<file path="src/rtl/t_state_sequencer.sv">
// 6502 T-state sequencer: one-hot timing state, instruction register fetch and
// interrupt/reset BRK substitution feeding the random-logic control decoders.
module t_state_sequencer #(
    parameter logic [7:0]  BRK_OPCODE = 8'h00,
    parameter int unsigned MAX_T      = 6
) (
    input  logic             clk,
    input  logic             rst,
    input  logic             rdy,
    input  logic [7:0]       data_in,
    input  logic             last_cycle,
    input  logic             nmi,
    input  logic             irq,
    input  logic             i_flag,
    output logic [MAX_T:0]   T,
    output logic [MAX_T:0]   nextT,
    output logic [7:0]       OP,
    output logic [7:0]       nextOP,
    output logic [7:0]       prevOP,
    output logic [2:0]       activeInt,
    output logic             sync,
    output logic             seq_err
);

    localparam logic [MAX_T:0] TSt0 = (MAX_T+1)'(1);
    localparam logic [MAX_T:0] TSt1 = (MAX_T+1)'(2);
    localparam logic [MAX_T:0] TSt2 = (MAX_T+1)'(4);

    localparam logic [2:0] IntNone  = 3'b000;
    localparam logic [2:0] IntIrq   = 3'b001;
    localparam logic [2:0] IntNmi   = 3'b010;
    localparam logic [2:0] IntReset = 3'b100;

    logic           nmi_q;
    logic           nmi_latch;
    logic           nmi_edge;
    logic [MAX_T:0] step_t;
    logic           overflow;
    logic           fetch;
    logic           sel_reset;
    logic           sel_nmi;
    logic           sel_irq;
    logic           int_any;
    logic           end_brk;
    logic [2:0]     int_next;

    // Free-running successor of T, before rdy/rst gating.
    always_comb begin
        step_t   = T;
        overflow = 1'b0;
        if (T[0]) begin
            step_t = TSt1;
        end else if (T[1]) begin
            step_t = TSt2;
        end else if (last_cycle) begin
            step_t = TSt1;
        end else if (T[MAX_T]) begin
            step_t   = TSt1;
            overflow = 1'b1;
        end else begin
            step_t = T << 1;
        end
    end

    always_comb begin
        nextT     = rst ? TSt0 : (rdy ? step_t : T);
        fetch     = rdy & T[1];
        nmi_edge  = nmi & ~nmi_q;
        sel_reset = activeInt[2];
        sel_nmi   = ~activeInt[2] & nmi_latch;
        sel_irq   = ~activeInt[2] & ~nmi_latch & irq & ~i_flag;
        int_any   = sel_reset | sel_nmi | sel_irq;
        nextOP    = T[1] ? (int_any ? BRK_OPCODE : data_in) : OP;
        // Closing edge of a BRK-forced sequence releases the interrupt code.
        end_brk   = rdy & ~T[0] & ~T[1] & last_cycle & (activeInt != IntNone);
        int_next  = IntNone;
        if (sel_reset)    int_next = IntReset;
        else if (sel_nmi) int_next = IntNmi;
        else if (sel_irq) int_next = IntIrq;
    end

    always_ff @(posedge clk or posedge rst) begin
        if (rst) begin
            T         <= TSt0;
            OP        <= BRK_OPCODE;
            prevOP    <= 8'h00;
            activeInt <= IntReset;
            nmi_q     <= 1'b0;
            nmi_latch <= 1'b0;
            seq_err   <= 1'b0;
            sync      <= 1'b0;
        end else begin
            nmi_q <= nmi;
            // A new edge wins over a clear in the same cycle.
            if (nmi_edge) begin
                nmi_latch <= 1'b1;
            end else if (fetch && sel_nmi) begin
                nmi_latch <= 1'b0;
            end
            if (rdy) begin
                T    <= step_t;
                sync <= step_t[1];
                if (overflow) begin
                    seq_err <= 1'b1;
                end
                if (T[1]) begin
                    prevOP    <= OP;
                    OP        <= nextOP;
                    activeInt <= int_next;
                end else if (end_brk) begin
                    activeInt <= IntNone;
                end
            end
        end
    end

endmodule

</file>
<file path="config.mk">
export PLATFORM = sky130hd
export DESIGN_NAME = t_state_sequencer
export DESIGN_NICKNAME = d
export VERILOG_FILES = /design/src/rtl/t_state_sequencer.sv
export SDC_FILE = /design/constraint.sdc
export NUM_CORES = 1
export LEC_CHECK = 0
export CORE_UTILIZATION = 49
export CTS_BUF_LIST = sky130_fd_sc_hd__clkbuf_8
export CTS_CLUSTER_DIAMETER = 150
export DETAILED_ROUTE_END_ITERATION = 16
export PLACE_DENSITY = 0.87
export REMOVE_ABC_BUFFERS = 1
export SYNTH_ARGS = -nofsm -noshare
export SYNTH_HDL_FRONTEND = slang
export SYNTH_SLANG_ARGS = --single-unit
</file>
<file path="constraint.sdc">
create_clock -name clk -period 3.7 [get_ports clk]
set_input_delay 0.74 -clock clk [delete_from_list [all_inputs] [get_ports clk]]
set_output_delay 0.74 -clock clk [all_outputs]
set_load 0.02 [all_outputs]
</file>
Yosys cells after proc, flatten, opt, wreduce, memory -nomap -nowiden:

Index checks and enable logic that the tools add are counted.

* multiplexer cells: 19
* bitwise operators: 18
* reductions and logical operators: 7

Operators with widths (count)
* 2-to-1 mux 7 bit: 6
* 2-to-1 mux 8 bit: 2
* bitwise AND 1 bit: 10
* 2-to-1 mux 3 bit: 3
* 2-to-1 mux 1 bit: 7
* NOT 1 bit: 6
* AND reduction 2 bit: 3
* nonzero test 2 bit: 2
* nonzero test 3 bit: 1
* 2-to-1 mux 2 bit: 1
* bitwise OR 1 bit: 2
* logical AND 1 bit: 1

* register bits after elaboration: 30

Logic depth before layout (Yosys ltp):

Gate-level depths: netlist (run 1).

* depth in word-level cells: 8
* depth in mapped cells: 5

Least setup slack after synthesis (run 1):

Ideal clock, no wire load.

* path type: input-to-output
* start point: input port rst
* end point: output port nextT[6]
* arrival time: 1810 ps
* data required time: 2960 ps
* slack: 1150 ps
* stages on the path: 2
* cell sequence: inv_1 > a22o_1

* longest elaborated chain between the ends: 1

RTL lines
* start: declaration: line 8 `input logic rst,`
* 2-to-1 mux 7 bit: line 66 `nextT = rst ? TSt0 : (rdy ? step_t : T);`
* end: declaration: line 16 `output logic [MAX_T:0] nextT,`

No other way between the ends.

Worst setup path in the final report (run 1):

* start point: input port last_cycle
* end point: output port nextT[4]

* longest elaborated chain between the ends: 5

RTL lines
* start: declaration: line 11 `input logic last_cycle,`
* 2-to-1 mux 7 bit: line 55 `end else if (last_cycle) begin`
* 2-to-1 mux 7 bit: line 53 `end else if (T[1]) begin`
* 2-to-1 mux 7 bit: line 51 `if (T[0]) begin`
* 2-to-1 mux 7 bit
* 2-to-1 mux 7 bit: line 66

No other way between the ends.

==> impl_metrics.json, run 1 <==
{
  "cts_setup_buffers": 0,
  "power.density_mw_per_mm2": 438,
  "viasPerCell": 5.37,
  "drt-initial-drc-count": 42,
  "wl_met3_um": 297,
  "end_kind": "output port",
  "skew_ns": 0.00732,
  "wirelength_um": 3680,
  "dr.pass1.iters": 4,
  "min_period_over_period_pct": 89.9,
  "ys_top_cells_by_count": "dfrtp_1 (28), inv_1 (11), nand2_1 (10)",
  "p_int_uw": 682,
  "crit_required_ns": 2.96,
  "path_class": "in2out",
  "cts.sinks": 30,
  "synth.most_common_cell": "dfrtp_1",
  "numCtsBuffers": 5,
  "grt_pass1_wl_um": 6000,
  "die_area_mm2": 0.00345,
  "pwr-share-clk_pct": 26.7,
  "antenna_found_initial": 0,
  "grt_use_total_pct": 23.7,
  "rows": 20,
  "finalHoldViolations": 0,
  "seqPwrFrac_pct": 40.2,
  "hold_ws_ns": 0.481,
  "clock_latency_ns": 0.29,
  "setup_viol": 0,
  "routedWlPerCell_um": 14.8,
  "gp_congestion": 0.841,
  "rsz0062_at_grt": "no",
  "place_area_mm2": 0.00218,
  "coreArea_mm2": 0.00305,
  "yosys.area.top_type": "dfrtp_1",
  "final_area_mm2": 0.00228,
  "cts.clk_slew.worst_paths_ns": 0.06,
  "met2_length_um": 1690,
  "diodes": 0,
  "ir_worst_vdd_mv": 0.297,
  "syn_area_per_cell_um2": 10.7,
  "drc": 0,
  "switching_share_pct": 31.5,
  "die_height_um": 58.7,
  "dp_hpwl_um": 2560,
  "slew_headroom_pct": 65.8,
  "max_freq_ghz": 0.301,
  "ys_seq_area_share_pct": 47.7,
  "nets": 219,
  "yosysWarnings": 0,
  "syn_to_final_growth_pct": 44.3,
  "ys_seq_elements": 30,
  "synth-main-ff-cell": "dfrtp_1",
  "ios": 58,
  "die_x_um": 58.7,
  "status": "finished clean",
  "crit_path_max_fanout": 5,
  "cts_resized": 0,
  "antenna_left": 0,
  "synth_edf_count": 0,
  "start_util_pct": 51.7,
  "final_max_slew_viol_count": 0,
  "fillers": 235,
  "cts_root_buffer": "clkbuf_8",
  "synth_area_mm2": 0.00158,
  "cts.hold.buffers_added": 0,
  "drive_above_1_share_pct": 20.5,
  "wl_met1_um": 1640,
  "vias": 1336,
  "worst_hold_path_type": "reg2reg",
  "async_flop_share_pct": 100,
  "min_period_ns": 3.33,
  "grt_pass1_vias": 1286,
  "synth_top_cell_area_share_pct": 44.4,
  "port_buffers": 57,
  "cp-start-kind": "primary input",
  "worstPathArrival_ns": 2.59,
  "grt_max_degree": 40,
  "p_leak_nw": 0.938,
  "synth_area_leaders": "dfrtp_1 (44%), mux2_2 (5.7%), a21bo_2 (5.1%)",
  "cts_tree": "done",
  "cts.htree.levels": 2,
  "yosysUniqueCellTypes": 34,
  "synthCells": 147,
  "worst_slew_pin_slew_ns": 0.513,
  "drv_cap": 0,
  "top_layer": "met4",
  "power_frac_comb_pct": 33.1,
  "cts_buffer_depth": 2,
  "setup_tns_ns": 0,
  "overflow": 0,
  "switchingPower_uw": 314
}
layout make-up:
type,instances,area [µm²],area share (%)
Multi-Input combinational cell,93,707,31.1
Timing Repair Buffer,63,628,27.6
Clock inverter,2,8.76,0.385
Sequential cell,30,753,33.1
Inverter,11,41.3,1.81
Tap cell,44,55.1,2.42
Clock buffer,6,82.6,3.63
path summary, 6_finish.rpt:
check	cells after the start	startpoint	end	slack, ns
setup / recovery	4	last_cycle	nextT[4]	0.37
hold / removal	1	seq_err$_DFFE_PP0P_	seq_err$_DFFE_PP0P_	0.48
setup reg to reg	3	T[1]$_DFF_PP0_	prevOP[3]$_DFFE_PP0N_	2.00
hold reg to reg	1	seq_err$_DFFE_PP0P_	seq_err$_DFFE_PP0P_	0.48
max in group asynchronous	3	rst	T[0]$_DFF_PP1_	2.34
min in group asynchronous	3	rst	T[5]$_DFF_PP0_	1.10
flip-flops by register name, indices dropped and copies added (netlist names):
name       flops
sync           1
T              7
prevOP         8
nmi_q          1
seq_err        1
OP             8
nmi_latch      1
activeInt      3
cells in the final DEF (no fill, tap or decap), types with 2 or more instances in the layout:
master / count
clkbuf_8: 6
a31o_2: 5
mux2_2: 8
nand3b_1: 3
clkdlybuf4s50_1: 57
o31ai_1: 8
a22o_1: 2
nand3_1: 8
nor2_1: 2
dfstp_2: 2
o2bb2ai_1: 4
nor2b_1: 7
a21oi_1: 3
a21bo_2: 8
nand2_1: 10
inv_1: 12
dfrtp_1: 28
buf_4: 5
o32ai_1: 8
o21bai_1: 2
or3b_2: 3
metal layers:
metal  up-vias  global-route usage, %
met5         -                      0
met4         0                   10.2
met3         6                   9.23
met2        56                   36.7
met1       621                   29.7
li1        653                      -
cells by family (layout without fill, tap and decap cells):
| logic type | after synthesis | in the layout | synth area share, % |
|---|---|---|---|
| AOI/OAI and AO/OA | 43 | 43 | 22.8 |
| and+or+nand+nor | 42 | 42 | 16.3 |
| DFF | 30 | 30 | 47.7 |
| buffers and inverters | 24 | 82 | 7.45 |
| muxes | 8 | 8 | 5.71 |
power groups by stage:
| stage | combinational (mW) | sequential, mW | clock, mW |
|---|---|---|---|
| final | 0.329 | 0.401 | 0.266 |
| after global routing | 0.351 | 0.407 | 0.290 |
| after CTS | 0.332 | 0.401 | 0.276 |
| after detailed placement | 0.330 | 0.405 | 0 |
| after global placement | 0.323 | 0.404 | 0 |
| after floorplan | 0.113 | 0.458 | 0 |
metrics by stage:
step           power (mW)  utilization, %  cells  worst slack [ns]
2_1_floorplan       0.571               -    134              1.11
3_3_place_gp        0.726            71.6    241             0.422
3_5_place_dp        0.735            71.6    241             0.381
4_1_cts              1.01            74.5    249             0.377
5_1_grt              1.05            74.5    249             0.316
6_report            0.996            74.5    249             0.372
worst max-delay path: stages:
cell,delay (ns)
clkdlybuf4s50_1,0.50
or4b_4,0.58
o2bb2ai_1,0.15
clkdlybuf4s50_1,0.62
Note: power is estimated with default switching activity, not from simulation.
==> run 2: changes to the inputs <==
--- a/config.mk
+++ b/config.mk
@@ -11,6 +11,7 @@
 export DETAILED_ROUTE_END_ITERATION = 16
 export PLACE_DENSITY = 0.87
 export REMOVE_ABC_BUFFERS = 1
+export SKIP_CTS_REPAIR_TIMING = 1
 export SYNTH_ARGS = -nofsm -noshare
 export SYNTH_HDL_FRONTEND = slang
 export SYNTH_SLANG_ARGS = --single-unit
==> results of run 2 <==
Final layout, timing and power as in run 1 (identical DEF).
